===== config.mk =====
export PLATFORM = sky130hd
export DESIGN_NAME = irq_dispatch_ctrl
export DESIGN_NICKNAME = d
export VERILOG_FILES = /design/src/rtl/irq_dispatch_ctrl.sv
export SDC_FILE = /design/constraint.sdc
export NUM_CORES = 1
export LEC_CHECK = 0
export CORE_MARGIN = 2
export CORE_UTILIZATION = 38
export DETAILED_ROUTE_END_ITERATION = 12
export PLACE_DENSITY = 0.81
export SYNTH_ARGS = -nofsm -noshare
export SYNTH_HDL_FRONTEND = slang
export SYNTH_SLANG_ARGS = --single-unit

===== constraint.sdc =====
create_clock -name clk -period 2.5 [get_ports clk]
set_clock_uncertainty 0.1 [all_clocks]
set_input_delay 0.625 -clock clk [delete_from_list [all_inputs] [get_ports clk]]
set_output_delay 0.625 -clock clk [all_outputs]
set_load 0.005 [all_outputs]

===== src/rtl/irq_dispatch_ctrl.sv =====
// irq_dispatch_ctrl: SM83 interrupt-dispatch sequencer.
// Detects an enabled pending interrupt at an instruction boundary, pushes PC
// (high byte first) onto the stack over M2..M4 and loads the vector in M5.
// t_phase encoding: T1=2'd0, T2=2'd1, T3=2'd2, T4=2'd3.
// Optional build macro IRQ_CANCEL_EN: re-resolve the source after the
// high-byte push; if nothing is pending any more, jump to 0x0000 unacknowledged.
module irq_dispatch_ctrl #(
    parameter int unsigned NUM_IRQ       = 5,
    parameter logic [15:0] VECTOR_BASE   = 16'h0040,
    parameter int unsigned VECTOR_STRIDE = 8
) (
    input  logic               clk,
    input  logic               reset_n,
    input  logic [1:0]         t_phase,
    input  logic               instr_boundary,
    input  logic               halted,
    input  logic               ime,
    input  logic [NUM_IRQ-1:0] ie,
    input  logic [NUM_IRQ-1:0] if_flags,
    input  logic [15:0]        pc,
    input  logic [15:0]        sp,
    output logic               dispatch_active,
    output logic               halt_exit,
    output logic               ime_clr,
    output logic [NUM_IRQ-1:0] if_ack,
    output logic               sp_we,
    output logic [15:0]        sp_next,
    output logic               mem_we,
    output logic [15:0]        mem_addr,
    output logic [7:0]         mem_wdata,
    output logic               pc_we,
    output logic [15:0]        pc_next
);

    localparam int unsigned IDX_W = (NUM_IRQ > 1) ? $clog2(NUM_IRQ) : 1;
    localparam logic [1:0]  PH_T3 = 2'd2;
    localparam logic [1:0]  PH_T4 = 2'd3;

    typedef enum logic [2:0] {
        ST_IDLE = 3'd0,
        ST_M1   = 3'd1,
        ST_M2   = 3'd2,
        ST_M3   = 3'd3,
        ST_M4   = 3'd4,
        ST_M5   = 3'd5
    } state_t;

    state_t             state_q;
    state_t             state_d;
    logic [15:0]        pc_lat_q;
    logic [15:0]        vec_q;
    logic [IDX_W-1:0]   idx_q;
    logic               ack_valid_q;
    logic               halt_fired_q;

    logic [NUM_IRQ-1:0] pending;
    logic               pend_any;
    logic [IDX_W-1:0]   pend_idx;
    logic               is_t3;
    logic               is_t4;
    logic               accept;

    function automatic logic [15:0] vector_of(input logic [IDX_W-1:0] i);
        return VECTOR_BASE + (16'(i) * 16'(VECTOR_STRIDE));
    endfunction

    assign pending  = ie & if_flags;
    assign pend_any = |pending;
    assign is_t3    = (t_phase == PH_T3);
    assign is_t4    = (t_phase == PH_T4);
    assign accept   = reset_n && instr_boundary && is_t4 && ime && pend_any;

    // Priority encoder: lowest set pending bit wins.
    always_comb begin
        pend_idx = '0;
        for (int i = int'(NUM_IRQ) - 1; i >= 0; i--) begin
            if (pending[i]) pend_idx = IDX_W'(i);
        end
    end

    // State register; advances only when the next-state logic says so (T4).
    always_ff @(posedge clk or negedge reset_n) begin
        if (!reset_n) state_q <= ST_IDLE;
        else          state_q <= state_d;
    end

    // Latched dispatch context: return PC, serviced source, vector, halt wake guard.
    always_ff @(posedge clk or negedge reset_n) begin
        if (!reset_n) begin
            pc_lat_q     <= '0;
            vec_q        <= '0;
            idx_q        <= '0;
            ack_valid_q  <= 1'b0;
            halt_fired_q <= 1'b0;
        end else begin
            halt_fired_q <= halted && pend_any;
            if (state_q == ST_IDLE && accept) begin
                pc_lat_q    <= pc;
                idx_q       <= pend_idx;
                ack_valid_q <= 1'b1;
            end
            if (state_q == ST_M4 && is_t3) begin
`ifdef IRQ_CANCEL_EN
                idx_q       <= pend_idx;
                ack_valid_q <= pend_any;
                vec_q       <= pend_any ? vector_of(pend_idx) : 16'h0000;
`else
                vec_q       <= vector_of(idx_q);
`endif
            end
        end
    end

    // Next-state and datapath control decode.
    always_comb begin
        state_d         = state_q;
        dispatch_active = 1'b0;
        halt_exit       = 1'b0;
        ime_clr         = 1'b0;
        if_ack          = '0;
        sp_we           = 1'b0;
        sp_next         = '0;
        mem_we          = 1'b0;
        mem_addr        = '0;
        mem_wdata       = '0;
        pc_we           = 1'b0;
        pc_next         = '0;
        case (state_q)
            ST_IDLE: begin
                halt_exit = reset_n && halted && pend_any && !halt_fired_q;
                if (accept) begin
                    ime_clr = 1'b1;
                    state_d = ST_M1;
                end
            end
            ST_M1: begin
                dispatch_active = 1'b1;
                if (is_t4) state_d = ST_M2;
            end
            ST_M2: begin
                dispatch_active = 1'b1;
                if (is_t4) begin
                    sp_we   = 1'b1;
                    sp_next = sp - 16'd1;
                    state_d = ST_M3;
                end
            end
            ST_M3: begin
                dispatch_active = 1'b1;
                mem_addr        = sp;
                mem_wdata       = pc_lat_q[15:8];
                mem_we          = is_t3;
                if (is_t4) begin
                    sp_we   = 1'b1;
                    sp_next = sp - 16'd1;
                    state_d = ST_M4;
                end
            end
            ST_M4: begin
                dispatch_active = 1'b1;
                mem_addr        = sp;
                mem_wdata       = pc_lat_q[7:0];
                mem_we          = is_t3;
                if (is_t4) state_d = ST_M5;
            end
            ST_M5: begin
                dispatch_active = 1'b1;
                pc_next         = vec_q;
                if (is_t4) begin
                    pc_we   = 1'b1;
                    if_ack  = ack_valid_q ? (NUM_IRQ'(1) << idx_q) : '0;
                    state_d = ST_IDLE;
                end
            end
            default: state_d = ST_IDLE;
        endcase
    end

endmodule

# Word level (Yosys, flattened, before mapping)
# Index checks and enable logic that the tools add are counted.
op_classes:
  addsub: 2
  eq_ne: 13
  n_shift: 1
  n_mux: 28
  bitwise_logic: 1
  n_reduce_logical: 17
ops:
  columns: ["op", "n"]
  rows:
  - ["16-bit 2-to-1 mux", 4]
  - ["3-bit 2-to-1 mux", 11]
  - ["3-bit case mux with 6 select lines", 1]
  - ["8-bit case mux with 2 select lines", 1]
  - ["16-bit by 1-bit subtractor with 16-bit output (second input constant)", 1]
  - ["5-bit 2-to-1 mux", 3]
  - ["2-bit != test (second input constant)", 6]
  - ["1-bit logical AND", 10]
  - ["5-bit OR reduction", 2]
  - ["7-bit by 6-bit adder with 8-bit output (first input constant)", 1]
  - ["1-bit 2-to-1 mux", 8]
  - ["3-bit by 2-bit == test with 1-bit output (second input constant)", 2]
  - ["3-bit == test (second input constant)", 2]
  - ["6-bit AND reduction", 1]
  - ["5-bit AND", 1]
  - ["1-bit by 3-bit << shifter with 5-bit output (first input constant)", 1]
  - ["2-bit == test (second input constant)", 2]
  - ["2-bit OR reduction", 2]
  - ["3-bit by 1-bit == test with 1-bit output (second input constant)", 1]
  - ["3-bit logical NOT", 1]
  - ["1-bit logical NOT", 1]
totals:
  regBits: 40
  input_bits: 49

# Longest topological paths before layout
# Gate-level depths: netlist of the first run.
logic_depth:
  ltp_word: 6
  ltp_mapped: 8
  mapped_depth_nobuf: 6

# Worst setup path after synthesis of the first run
# Ideal clock, no wire load.
synth_path:
  path_type: "input to output"
  startpoint: "input sp[9]"
  endpoint: "output sp_next[15]"
  arrival_time_ns: 1.737
  slack_ns: 0.038
  stages: 4
  cell_sequence: "nor3_1 > nand3_1 > or4_1 > a21oi_1"
synth_between:
  elab_chain_cells: 3
synth_rtl:
  columns: ["item", "line_no", "rtl"]
  rows:
  - ["start: declaration", "21", "input logic [15:0] sp,"]
  - ["16-bit by 1-bit subtractor with 16-bit output", "144, 155", null]
  - ["16-bit 2-to-1 mux", "142, 153", null]
  - ["16-bit 2-to-1 mux", null, null]
  - ["end: declaration", "27", "output logic [15:0] sp_next,"]
# Every way passes these cells.

# Worst setup path after layout of the first run
layout_path:
  startpoint: "input sp[5]"
  endpoint: "output sp_next[15]"
# Same word-level chain as after synthesis.

==> results of run 1 <==
where the power goes:
group / leakage, nW / internal [mW] / switching [mW] / total, mW
Combinational: 1.52 / 0.683 / 0.476 / 1.16
Sequential: 0.364 / 0.621 / 0.110 / 0.730
Clock: 0.0357 / 0.215 / 0.143 / 0.357
flip-flops by register name, indices dropped and copies added (netlist names):
name	cells
ack_valid_q	1
halt_fired_q	1
idx_q	3
pc_lat_q	16
state_q	3
vec_q	4
per-layer routing:
layer	GRT usage (%)	up-vias	wire, µm
li1	-	1052	-
met1	24.8	1043	2570
met2	43.9	114	3480
met3	5.56	12	610
met4	6.24	0	105
met5	0	-	0
metrics by stage:
stage	total power [mW]	setup WS, ns	std cells	hold slack [ns]
global placement	1.72	-0.908	417	0.358
finish	2.25	-0.353	448	0.374
CTS	2.20	-0.367	445	0.384
global route	2.38	-0.410	448	0.389
floorplan	1.18	0.0383	220	0.229
detailed placement	1.75	-0.935	417	0.362
cell usage in the layout, fill, tap and decap left out, drive strengths merged, types with 7 or more instances in the layout:
master,n
a21oi,7
a22o,7
and2,19
buf,91
clkbuf,11
clkdlybuf4s15,8
clkdlybuf4s50,26
conb,12
dfrtp,28
dlygate4sd2,39
mux2,21
nand2,17
nand3,7
nor2,20
xor2,7
worst register-to-register path: stages, from the launching register on:
cell and delay [ns]:
dfrtp_1 0.41, buf_4 0.14, buf_4 0.12, buf_4 0.14, nor3_2 0.15, and3_1 0.22
buf_4 0.28, mux2_2 0.38
path summary, 6_finish.rpt:
path | startpoint | endpoint | slack (ns) | cells past startpoint
max | sp[5] | sp_next[15] | -0.35 | 10
min | vec_q[6] | vec_q[6] | 0.37 | 1
max reg2reg | state_q[2] | pc_lat_q[2] | 0.47 | 7
min reg2reg | vec_q[6] | vec_q[6] | 0.37 | 1
max in group asynchronous | reset_n | state_q[1] | 1.25 | 3
min in group asynchronous | reset_n | pc_lat_q[5] | 0.78 | 3
layout make-up:
cell class              count  area share, %
well taps                  67           2.30
multi-input cells         169           35.4
clock inverters             1          0.825
flip-flops and latches     28           19.3
clock buffers               3           1.13
repair buffers            175           40.5
inverters                   5          0.515
cells by family (layout without fill, tap and decap cells):
group,count (synthesis),after routing,share of synthesized area [%]
mux,22,22,12.8
compound gates,24,24,8.48
other cells,1,12,0.194
xor+xnor,10,10,4.53
buf+inv,25,184,8.48
simple gates,98,100,28.6
flops,28,28,36.3
fa+ha+maj,1,1,0.648
repair_timing:
action                                  4_1_cts  5_1_grt
endpoints found under the setup margin       50       31
resized for setup                           183       35
cloned                                        2        0
setup buffers                                23        5
pin swaps                                    25       13
==> key figures, run 1 <==
Global routing
  – Tot GR Track Use: 22.9%
  – Final global-route overflow total: 0
  – First-pass GRT wire length: 9.99 mm
  – Vias in the first global route: 2180
  – Pin count of the biggest net entering global routing: 29
  – Initial antenna violation count: 0

Clocking
  – Hold_buf cts: 0
  – Num Clock Sinks: 28
  – Clk slew on worst S/H paths: 0.10 ns
  – Clock Tree Root: clkbuf_8
  – H-tree levels: 1
  – Worst-Skew Late Latency: 0.28 ns
  – Num CTS Buffers: 3
  – Clock tree buffer depth: 2
  – CTS tree: done

Setup path
  – CP Capture Type: output port
  – Required time of the critical path: 1.77 ns
  – CP max-delay cell: or4_1
  – Worst Path Buf+Inv: 6
  – Critical path type: in -> out
  – Slowest stage delay, CP: 0.39 ns
  – CP max FO: 3
  – Worst path most repeated cell: buf_6
  – CP arrival: 2.13 ns
  – Critical-path cell list: buf_8 -> nor4_4 -> buf_4 -> buf_6 -> buf_6 -> nand2_4 -> buf_6 -> or4_1 -> a21oi_1 -> buf_2
  – Startpoint Class: input pin
  – Crit-path leading delay family: simple AND/OR/NAND/NOR gates

Pwr
  – VDD IR-drop max: 521 µV
  – Power Dens Cells: 617 mW/mm²
  – Lkg Pwr: 1.92 nW

Synthesis
  – Post-synthesis instance area: 0.00193 mm²
  – Most frequent cell after synthesis: dfrtp_1
  – Synth Instances: 209
  – Count of flip-flops with a built-in enable after synthesis: 0
  – Netlist cell types: 45
  – Area contributors post-synth: dfrtp_1, mux2_2, and2_1
  – Post-synthesis sequential area ratio: 36.3%
  – Most used DFF post-synth: dfrtp_1
  – Post-synth top cells: dfrtp_1, mux2_2, nor2_1, and2_1, nand2_1
  – Syn Area/Cell: 9.24 µm²
  – Ys Warns: 0
  – Top cell type's share of synthesized area: 36.3%
  – Seq cells post-synth: 28
  – Asr flop ratio synth: 100%
  – Area leader, netlist: dfrtp_1

Routing
  – DRC viols: 0
  – Routed wire length: 6.77 mm
  – Via count: 2221
  – DR pass1 iterations: 4
  – Avg WL per Cell: 15.1 µm
  – 1st-iter DRT viols: 59
  – Vias per cell: 4.96
  – Final ANT Viol Nets: 0

Floorplan
  – Ports: 116
  – CORE AREA: 0.00482 mm²
  – Die area: 0.00567 mm²
  – Rows: 25
  – Starting Density: 40.1%
  – Die height: 75.3 µm
  – Die span in x: 75.3 µm

Outcome
  – Status: finished, violations left
  – Failing checks: setup timing

STA
  – Hold Fails Final Rpt: 0
  – Final worst slack: -0.353 ns
  – Tmin final: 2.85 ns
  – Final max-slew violation count: 0
  – Tcrit/Tclk final: 114%
  – Final-report setup violation count: 10
  – FMAX: 351 MHz
  – Setup_tns: -2.11 ns
  – RSZ-0062 raised after global routing: yes

Final layout
  – Final Core Density: 75.6%
  – Post-route cell area: 0.00364 mm²
  – Reg area: 702 µm²
  – Area occupied by multi-input gates: 0.00129 mm²
  – Share of cells above drive strength 1: 42.8%
  – FILL cells: 344
  – P&R area growth vs syn: 88.5%
  – Antenna cells: 0
  – Nets: 432

Placement
  – Dpl hpwl: 4.50 mm
  – Routability congestion estimate: 0.836
  – IO Port Bufs: 103
  – Cell area after placement: 0.00330 mm²

Hold path
  – Hold Crit Class: reg -> reg

Run
  – Max_cap viols: 0
Note: power is estimated with default switching activity, not from simulation.
==> inputs of run 2 (changes only) <==
--- a/config.mk
+++ b/config.mk
@@ -6,9 +6,9 @@
 export NUM_CORES = 1
 export LEC_CHECK = 0
 export CORE_MARGIN = 2
-export CORE_UTILIZATION = 38
+export CORE_UTILIZATION = 40
 export DETAILED_ROUTE_END_ITERATION = 12
-export PLACE_DENSITY = 0.81
+export DONT_BUFFER_PORTS = 1
 export SYNTH_ARGS = -nofsm -noshare
 export SYNTH_HDL_FRONTEND = slang
 export SYNTH_SLANG_ARGS = --single-unit
==> run 2 against run 1 <==
First-iteration DRC count shrank 22%. Die area fell by 4.7%. Cell area decreased by 42%. Sequential power increased by 2.9%. Largest power group is now registers. Count of clock-buffer cells in the layout did not move. Non-clock buffer count fell by 162. The run now ends clean.
==> key figures, run 2 (same netlist as run 1, synthesis figures left out) <==
Outcome
  – Status: finished, final reports clean

Final layout
  – Share of cells above drive strength 1: 22.6%
  – Antenna cells: 0
  – Reg area: 702 µm²
  – Max reg flops: 16
  – Commonest non-fill, non-tap cell in the layout: dfrtp_1
  – FILL cells: 479
  – Most frequent cells in the layout: dfrtp_1, mux2_2, nor2_1
  – Nets: 268
  – Area occupied by multi-input gates: 0.00113 mm²
  – Top reg by flops: pc_lat_q
  – Final Core Density: 44.7%
  – Biggest regs: pc_lat_q: 16 flops, vec_q: 4 flops
  – P&R area growth vs syn: 8.61%

Pwr
  – Lkg Pwr: 0.955 nW
  – Sw power: 0.536 mW
  – Power Total: 1.64 mW
  – Combinational share of power: 32.6%
  – Power Dens Cells: 781 mW/mm²
  – VDD IR-drop max: 464 µV
  – Int Power: 1.10 mW
  – Sequential Power Share: 45.8%
  – Net Sw Frac: 32.7%
  – Clock Power Share: 21.6%

Placement
  – Routability congestion estimate: 0.710
  – Worst slack at placement: -0.000569 ns
  – Dpl hpwl: 3.20 mm
  – IO Port Bufs: 0

Setup path
  – CP arrival: 1.72 ns
  – Crit. Startpoint: state_q[1]
  – Required time of the critical path: 1.77 ns
  – CP max-delay cell: dfrtp_1
  – RR Startpoint: state_q[0]
  – Critical-path cell list: nor2b_2 -> and3_1 -> nand2_1 -> nor4bb_1
  – R2R Path End: idx_q[1]
  – Startpoint Class: register
  – Setup crit end: if_ack[3]
  – Slowest stage delay, CP: 0.47 ns
  – Critical path type: reg -> out
  – CP Capture Type: output port
  – R2R Setup Slk: 0.49 ns
  – CP max FO: 7
  – Worst-case reg-to-reg path depth: 4

Floorplan
  – Ports: 116
  – Die area: 0.00540 mm²
  – Starting Density: 41.2%
  – Die span in x: 73.5 µm
  – CORE AREA: 0.00469 mm²
  – Rows: 25
  – Die height: 73.5 µm

Routing
  – Final ANT Viol Nets: 0
  – DRC viols: 0
  – Via count: 1448
  – Routed wire length: 4.11 mm
  – Vias per cell: 5.34
  – 1st-iter DRT viols: 46
  – Avg WL per Cell: 15.2 µm
  – DR pass1 iterations: 4

Clocking
  – Clock tree buffer depth: 2
  – Clock Tree Root: clkbuf_8
  – Worst-Skew Late Latency: 0.27 ns
  – H-tree levels: 1
  – CTS tree: done
  – Num Clock Sinks: 28
  – Num CTS Buffers: 3
  – Clk slew on worst S/H paths: 0.10 ns

Global routing
  – Tot GR Track Use: 14.6%
  – Initial antenna violation count: 0
  – Pin count of the biggest net entering global routing: 29
  – Final global-route overflow total: 0
  – First-pass GRT wire length: 6.20 mm
  – Vias in the first global route: 1398

Hold path
  – Hold Crit Class: in -> async

STA
  – Final-report setup violation count: 0
  – Tmin final: 2.44 ns
  – RSZ-0062 raised after global routing: yes
  – Hold Fails Final Rpt: 0
  – FMAX: 409 MHz
  – Tcrit/Tclk final: 97.7%
  – Final worst slack: 0.0566 ns
  – Final max-slew violation count: 0

Run
  – Max_cap viols: 0
==> run 2: cell types whose count changed in the layout (fill, tap and decap cells not counted), sizes merged, moves of 3 or more <==
cell,before,now
dlymetal6s2s,3,0
clkdlybuf4s15,8,0
dlygate4sd2,39,0
clkbuf,11,3
clkdlybuf4s50,26,0
buf,91,13
==> run 2: worst min-delay path by stage <==
stage / end / from
2_1_floorplan: ack_valid_q / reset_n
3_3_place_gp: idx_q[0] / reset_n
3_5_place_dp: idx_q[0] / reset_n
4_1_cts: pc_lat_q[10] / reset_n
5_1_grt: pc_lat_q[10] / reset_n
6_report: halt_fired_q / reset_n
==> run 2: cell type report <==
class / count / area share (%)
flip-flops and latches: 28 / 33.5
multi-input cells: 167 / 53.8
clock inverters: 1 / 1.43
clock buffers: 3 / 1.97
inverters: 5 / 0.894
repair buffers: 13 / 5.25
well taps: 54 / 3.22
==> run 2: routing by layer <==
layer  GRT usage (%)  wire [µm]
met2            25.1       2030
met3            5.49        352
met5               0          0
met4            4.44         29
met1            16.8       1690
==> run 2: critical path, delay by kind of cell, from the launching register on <==
family        cells  cell delay (ns)
simple gates      4             0.96
flops             1             0.47
==> run 2: what timing repair did <==
action	CTS	global route
hold buffers	1	0
setup endpoints to repair	1	24
setup buffers	0	1
resized for setup	1	6
pin swaps	0	1
endpoints found under the hold margin	28	0
==> run 2: power by group through the flow <==
stage	clock (mW)	combinational [mW]	sequential, mW
after floorplan	0	0.477	0.706
after global placement	0	0.506	0.752
after detailed placement	0	0.514	0.758
after CTS	0.364	0.530	0.748
after global routing	0.385	0.602	0.777
final	0.354	0.534	0.751
==> run 2: stage by stage <==
step                      cells  hold slack, ns  area (µm²)    TNS, ns
final                       271          0.0566        2100          0
after global placement      265           0.230        1980    -0.0115
after CTS                   270          0.0551        2070          0
after global routing        271          0.0516        2100    -0.0401
after detailed placement    265           0.230        1980  -0.000569
after floorplan             220           0.229        1970          0
